==> config.mk <==
export PLATFORM = sky130hd
export DESIGN_NAME = aes_round_ops
export DESIGN_NICKNAME = d
export VERILOG_FILES = /design/src/rtl/aes_round_ops.sv
export SDC_FILE = /design/constraint.sdc
export NUM_CORES = 1
export LEC_CHECK = 0
export BUFFER_PORTS_ARGS = -buffer_cell sky130_fd_sc_hd__buf_4
export CELL_PAD_IN_SITES_DETAIL_PLACEMENT = 0
export CELL_PAD_IN_SITES_GLOBAL_PLACEMENT = 1
export CORE_AREA = 5 5 351 353
export DETAILED_ROUTE_END_ITERATION = 12
export DIE_AREA = 0 0 356 358
export GPL_ROUTABILITY_DRIVEN = 0
export PLACE_DENSITY_LB_ADDON = 0.1
export SLEW_MARGIN = 0
export SYNTH_ARGS = -nofsm -noshare
export SYNTH_HDL_FRONTEND = slang
export SYNTH_SLANG_ARGS = --single-unit
==> constraint.sdc <==
create_clock -name clk -period 1.9 [get_ports clk]
set_input_delay 0.285 -clock clk [delete_from_list [all_inputs] [get_ports clk]]
set_output_delay 0.285 -clock clk [all_outputs]
set_load 0.01 [all_outputs]
==> src/rtl/aes_round_ops.sv <==
// AES-128 encryption round transforms (AddRoundKey, ShiftRows, MixColumns),
// each a registered unit with its own enable/done handshake.
module aes_round_ops (
  input  logic         clk,
  input  logic         reset,
  input  logic         ark_en,
  input  logic [127:0] ark_key,
  input  logic [127:0] ark_state,
  output logic [127:0] ark_out,
  output logic         ark_done,
  input  logic         sr_en,
  input  logic [127:0] sr_data,
  output logic [127:0] sr_out,
  output logic         sr_done,
  input  logic         mc_en,
  input  logic [127:0] mc_state,
  output logic [127:0] mc_out,
  output logic         mc_done
);

  logic [127:0] ark_out_q, ark_out_d;
  logic [127:0] sr_out_q,  sr_out_d;
  logic [127:0] mc_out_q,  mc_out_d;
  logic         ark_done_q, ark_done_d;
  logic         sr_done_q,  sr_done_d;
  logic         mc_done_q,  mc_done_d;

  function automatic logic [7:0] xtime(input logic [7:0] x);
    return {x[6:0], 1'b0} ^ (x[7] ? 8'h1b : 8'h00);
  endfunction

  function automatic logic [31:0] mix_column(input logic [31:0] col);
    logic [7:0] a0, a1, a2, a3;
    logic [7:0] b0, b1, b2, b3;
    a0 = col[31:24];
    a1 = col[23:16];
    a2 = col[15:8];
    a3 = col[7:0];
    b0 = xtime(a0) ^ (xtime(a1) ^ a1) ^ a2 ^ a3;
    b1 = a0 ^ xtime(a1) ^ (xtime(a2) ^ a2) ^ a3;
    b2 = a0 ^ a1 ^ xtime(a2) ^ (xtime(a3) ^ a3);
    b3 = (xtime(a0) ^ a0) ^ a1 ^ a2 ^ xtime(a3);
    return {b0, b1, b2, b3};
  endfunction

  // Byte k sits at [127-8k -: 8]; row = k%4, column = k/4.
  function automatic logic [127:0] shift_rows(input logic [127:0] din);
    logic [127:0] dout;
    dout = '0;
    for (int unsigned c = 0; c < 4; c++) begin
      for (int unsigned r = 0; r < 4; r++) begin
        dout[127 - 8*(4*c + r) -: 8] = din[127 - 8*(4*((c + r) % 4) + r) -: 8];
      end
    end
    return dout;
  endfunction

  function automatic logic [127:0] mix_columns(input logic [127:0] din);
    logic [127:0] dout;
    dout = '0;
    for (int unsigned c = 0; c < 4; c++) begin
      dout[127 - 32*c -: 32] = mix_column(din[127 - 32*c -: 32]);
    end
    return dout;
  endfunction

  always_comb begin
    ark_out_d  = ark_out_q;
    sr_out_d   = sr_out_q;
    mc_out_d   = mc_out_q;
    ark_done_d = ark_en;
    sr_done_d  = sr_en;
    mc_done_d  = mc_en;
    if (ark_en) ark_out_d = ark_state ^ ark_key;
    if (sr_en)  sr_out_d  = shift_rows(sr_data);
    if (mc_en)  mc_out_d  = mix_columns(mc_state);
  end

  always_ff @(posedge clk or negedge reset) begin
    if (!reset) begin
      ark_out_q  <= '0;
      sr_out_q   <= '0;
      mc_out_q   <= '0;
      ark_done_q <= 1'b0;
      sr_done_q  <= 1'b0;
      mc_done_q  <= 1'b0;
    end else begin
      ark_out_q  <= ark_out_d;
      sr_out_q   <= sr_out_d;
      mc_out_q   <= mc_out_d;
      ark_done_q <= ark_done_d;
      sr_done_q  <= sr_done_d;
      mc_done_q  <= mc_done_d;
    end
  end

  assign ark_out  = ark_out_q;
  assign sr_out   = sr_out_q;
  assign mc_out   = mc_out_q;
  assign ark_done = ark_done_q;
  assign sr_done  = sr_done_q;
  assign mc_done  = mc_done_q;

endmodule

# After elaboration in Yosys (flattened, before gate mapping)
# Cells that the tools add are included.
# op_classes
n_bitwise	81
n_mux	16
# ops
operator	n
XOR 8 bit	65
XOR 128 bit	1
XOR 8 x 5 -> 8 bit	15
2-to-1 mux 5 bit	16
# word_totals
wordCells	103
regBits	387
out_inout_bits	387
in_bits	517

# Longest topological paths before layout
# depth
ltp_word	6
ltp_mapped	5
ltp_nobuf	4

# Least setup slack after synthesis
# No wires, ideal clock.
# synth_timing
path_type	input -> register
from	in mc_en
to	reg mc_out_q[88], in the netlist mc_out[88]
t_arrival_ns	1.260
path_stages	3
slack_ns	0.515
setup_ns	0.125
required_time_ns	1.775
n_path_buf	2
cell_sequence	clkbuf_1 > clkbuf_1 > mux2_2
# synth_rtl
item	line_no	text
start, declared	15	input logic mc_en,
end signal, assigned	90	mc_out_q <= mc_out_d;
end, declared	23	logic [127:0] mc_out_q, mc_out_d;
# No word-level cell between the ends.

# Worst setup path in the final report
# layout_timing
from	in mc_state[93]
to	reg mc_out_q[77], in the netlist mc_out[77]
# layout_via
elab_chain_cells	3
# layout_rtl
item	line_no	text
start, declared	16	input logic [127:0] mc_state,
XOR 8 bit (3 in series)	41	b2 = a0 ^ a1 ^ xtime(a2) ^ (xtime(a3) ^ a3);
# Every way passes these cells.
# A chain may end at the register's enable or synchronous reset.

==> summary.md <==
| Metric | Value |
|---|---|
| Status | `completed` |
| Clock transition at path regs | `0.06 ns` |
| Commonest non-fill, non-tap cell in the layout | `buf_4` |
| Clock Tree Buf Depth | `3` |
| First-pass GRT wire length | `133000 um` |
| Pint | `21.6 mW` |
| Final Non-Filler Cells | `4534` |
| Max-Cap Viols | `0` |
| Pin count of the biggest net entering global routing | `56` |
| Worst Setup Path Type | `in -> reg` |
| ANT nets after route | `0` |
| Total gr overflow | `0` |
| CP max FO | `3` |
| Clk pwr share | `33.0%` |
| Post-CTS setup buffers | `0` |
| Setup violations, final | `0` |
| Register area share after synthesis | `50.7%` |
| DR iter-0 viols | `474` |
| Vias per inst | `3.59` |
| Vias in the first global route | `18400` |
| Syn Inst Count | `1528` |
| Mean post-synth cell area | `12.5 sq um` |
| Slew headroom | `65.2%` |
| DRC errors left | `0` |
| Via count | `16300` |
| Switching Share | `31.5%` |
| PortBufs | `903` |
| Warnings from Yosys | `0` |
| Setup TNS | `0 ns` |
| P_leak | `14.5 nW` |
| VDD IR max | `0.710 mV` |
| Startpoint Class | `input port` |
| Reg2Reg Depth | `1` |
| DIE HEIGHT | `358 um` |
| RSZ-0062 raised after global routing | `no` |
| Reg2reg start | `mc_out[36]` |
| CTS Hold Buffers Added | `413` |
| Slew @ Worst Pin | `0.518 ns` |
| DR WL/cell | `21.1 um` |
| Synth area leader | `dfrtp_1` |
| R2r setup slk | `1.06 ns` |
| Synth unique cells | `17` |
| PD cells | `927 nW/um^2` |
| Clock period minus final worst setup slack | `1.54 ns` |
| Crit path from | `mc_state[93]` |
| Area of the die | `127000 sq um` |
| Syn Nets | `2045` |
| Antenna violations before repair | `9` |
| Global route hottest layer | `met2` |
| Worst path required time | `2.41 ns` |
| PostCTS Resize Cnt | `0` |
| Critical Path Sink | `mc_out[77]` |
| Combinational share of power | `32.9%` |
| Final Hold Vio Count | `0` |
| Clock Latency Late Sink | `0.63 ns` |
| Global-route track usage on met1 | `15.2%` |
| H-tree depth | `2` |
| #FFs+latches synth | `387` |
| WL final | `95900 um` |
| Final period utilization | `80.8%` |
| Final Max Tran Viols | `0` |
| Num rows | `127` |
| CTS Root Cell | `clkbuf_16` |
| Dominant cells by area after synthesis | `dfrtp_1 51%, xnor2_1 22%, mux2_2 15%` |
| CTS Buf Count | `55` |
| Post-DP HPWL | `78700 um` |
| WP data arrival | `2.05 ns` |
| Cell Area, Synth | `19100 sq um` |
| Met2 Track Usage GR | `26.8%` |
| Top-Level Pins | `904` |
| Layout cells sized above 1 | `44.6%` |
| Clock sinks | `387` |
| Area grow syn2layout | `78.2%` |
| Reg power frac | `34.1%` |
| Critical R2R Capture | `mc_out[36]` |
| Hold Crit Class | `in -> reg` |
| GR Util met3 | `5.03%` |
| Max Freq | `651 MHz` |
| Clock skew | `0 ns` |
| Initial Util | `16.0%` |
| Pre-antenna DRT Iters | `4` |
| Die width | `356 um` |
| Critical path capture point type | `flop` |
| Sw Pwr | `9.94 mW` |
| DP Cell Count | `4017` |
| Commonest non-fill, non-tap cells in the layout | `925 x buf_4, 487 x xnor2_1, 413 x dlygate4sd3_1, 387 x dfrtp_1, 253 x mux2_2` |
| GRT Total Usage | `14.3%` |
| Core Box Area | `119000 sq um` |
| Final layout net count | `3392` |
| Yosys top cell area share | `50.7%` |
| TritonCTS clock tree | `yes` |
==> metal layers <==
metal,share of wire (%),routed length (um)
met5,0.053,51
met4,2.1,2030
met3,8.3,8000
met2,53,50900
met1,36,34900
==> cell families (layout without fill, tap and decap cells) <==
family	Yosys count	count (layout)	synth area share [%]
AO/OA/AOI/OAI	128	128	3.35
multiplexers	256	256	15.1
other	0	5	0
AND/OR/NAND/NOR	128	128	2.51
XOR/XNOR	563	563	26.9
buffers and inverters	66	1455	1.51
flip-flops	387	387	50.7
==> through the flow <==
step	power, mW	hold slack, ns	cell area [sq um]	worst slack, ns	utilization, %
2_1_floorplan	14.9	-0.0106	19100	0.515	-
3_3_place_gp	20.8	0.240	28100	0.283	23.5
3_5_place_dp	20.7	0.249	28100	0.285	23.5
4_1_cts	32.5	0.0000800	34100	0.282	28.5
5_1_grt	33.4	0.00282	34100	0.292	28.5
6_report	31.6	0.0400	34100	0.364	28.5
==> power groups by stage <==
| stage | clock network (mW) | registers [mW] | logic, mW |
|---|---|---|---|
| finish | 10.4 | 10.8 | 10.4 |
| CTS | 11.0 | 10.8 | 10.8 |
| floorplan | 0 | 11.4 | 3.49 |
| global placement | 0 | 10.9 | 9.88 |
| detailed placement | 0 | 10.9 | 9.83 |
| global route | 11.2 | 11.0 | 11.3 |
==> flip-flops by register name, indices dropped and copies added, names as in the netlist <==
signal,count
ark_done,1
sr_done,1
sr_out,128
mc_out,128
mc_done,1
ark_out,128
==> Yosys cell counts (all sizes together) <==
master and number:
a21oi 128, buf 32, clkbuf 33, dfrtp 387, inv 1, mux2 255, mux2i 1, nor2 128
xnor2 503, xor2 60
==> worst min-delay path by stage <==
stage | cells past startpoint | startpoint | slack [ns] | to
2_1_floorplan | 0 | reset | -0.01 | ark_done
3_3_place_gp | 1 | reset | 0.24 | mc_out[39]
3_5_place_dp | 1 | reset | 0.25 | mc_out[39]
4_1_cts | 3 | ark_key[60] | 0.00008 | ark_out[60]
5_1_grt | 3 | ark_key[57] | 0.003 | ark_out[57]
6_report | 3 | ark_key[67] | 0.04 | ark_out[67]
==> worst max-delay path, cell delays in order <==
cell	delay, ns
dlygate4sd3_1	0.57
buf_4	0.17
xnor2_1	0.45
xnor2_1	0.17
xnor2_1	0.15
mux2_2	0.26
==> cell type report <==
type,instances,area (sq um)
Fill cell,12600,85400
Timing Repair Buffer,1355,11400
Sequential cell,387,9680
Multi-Input combinational cell,1075,9140
Tap cell,1612,2020
Clock buffer,83,1580
Clock inverter,16,226
Antenna cell,5,12.5
Inverter,1,3.75
Power figures use the tool's default switching activity.
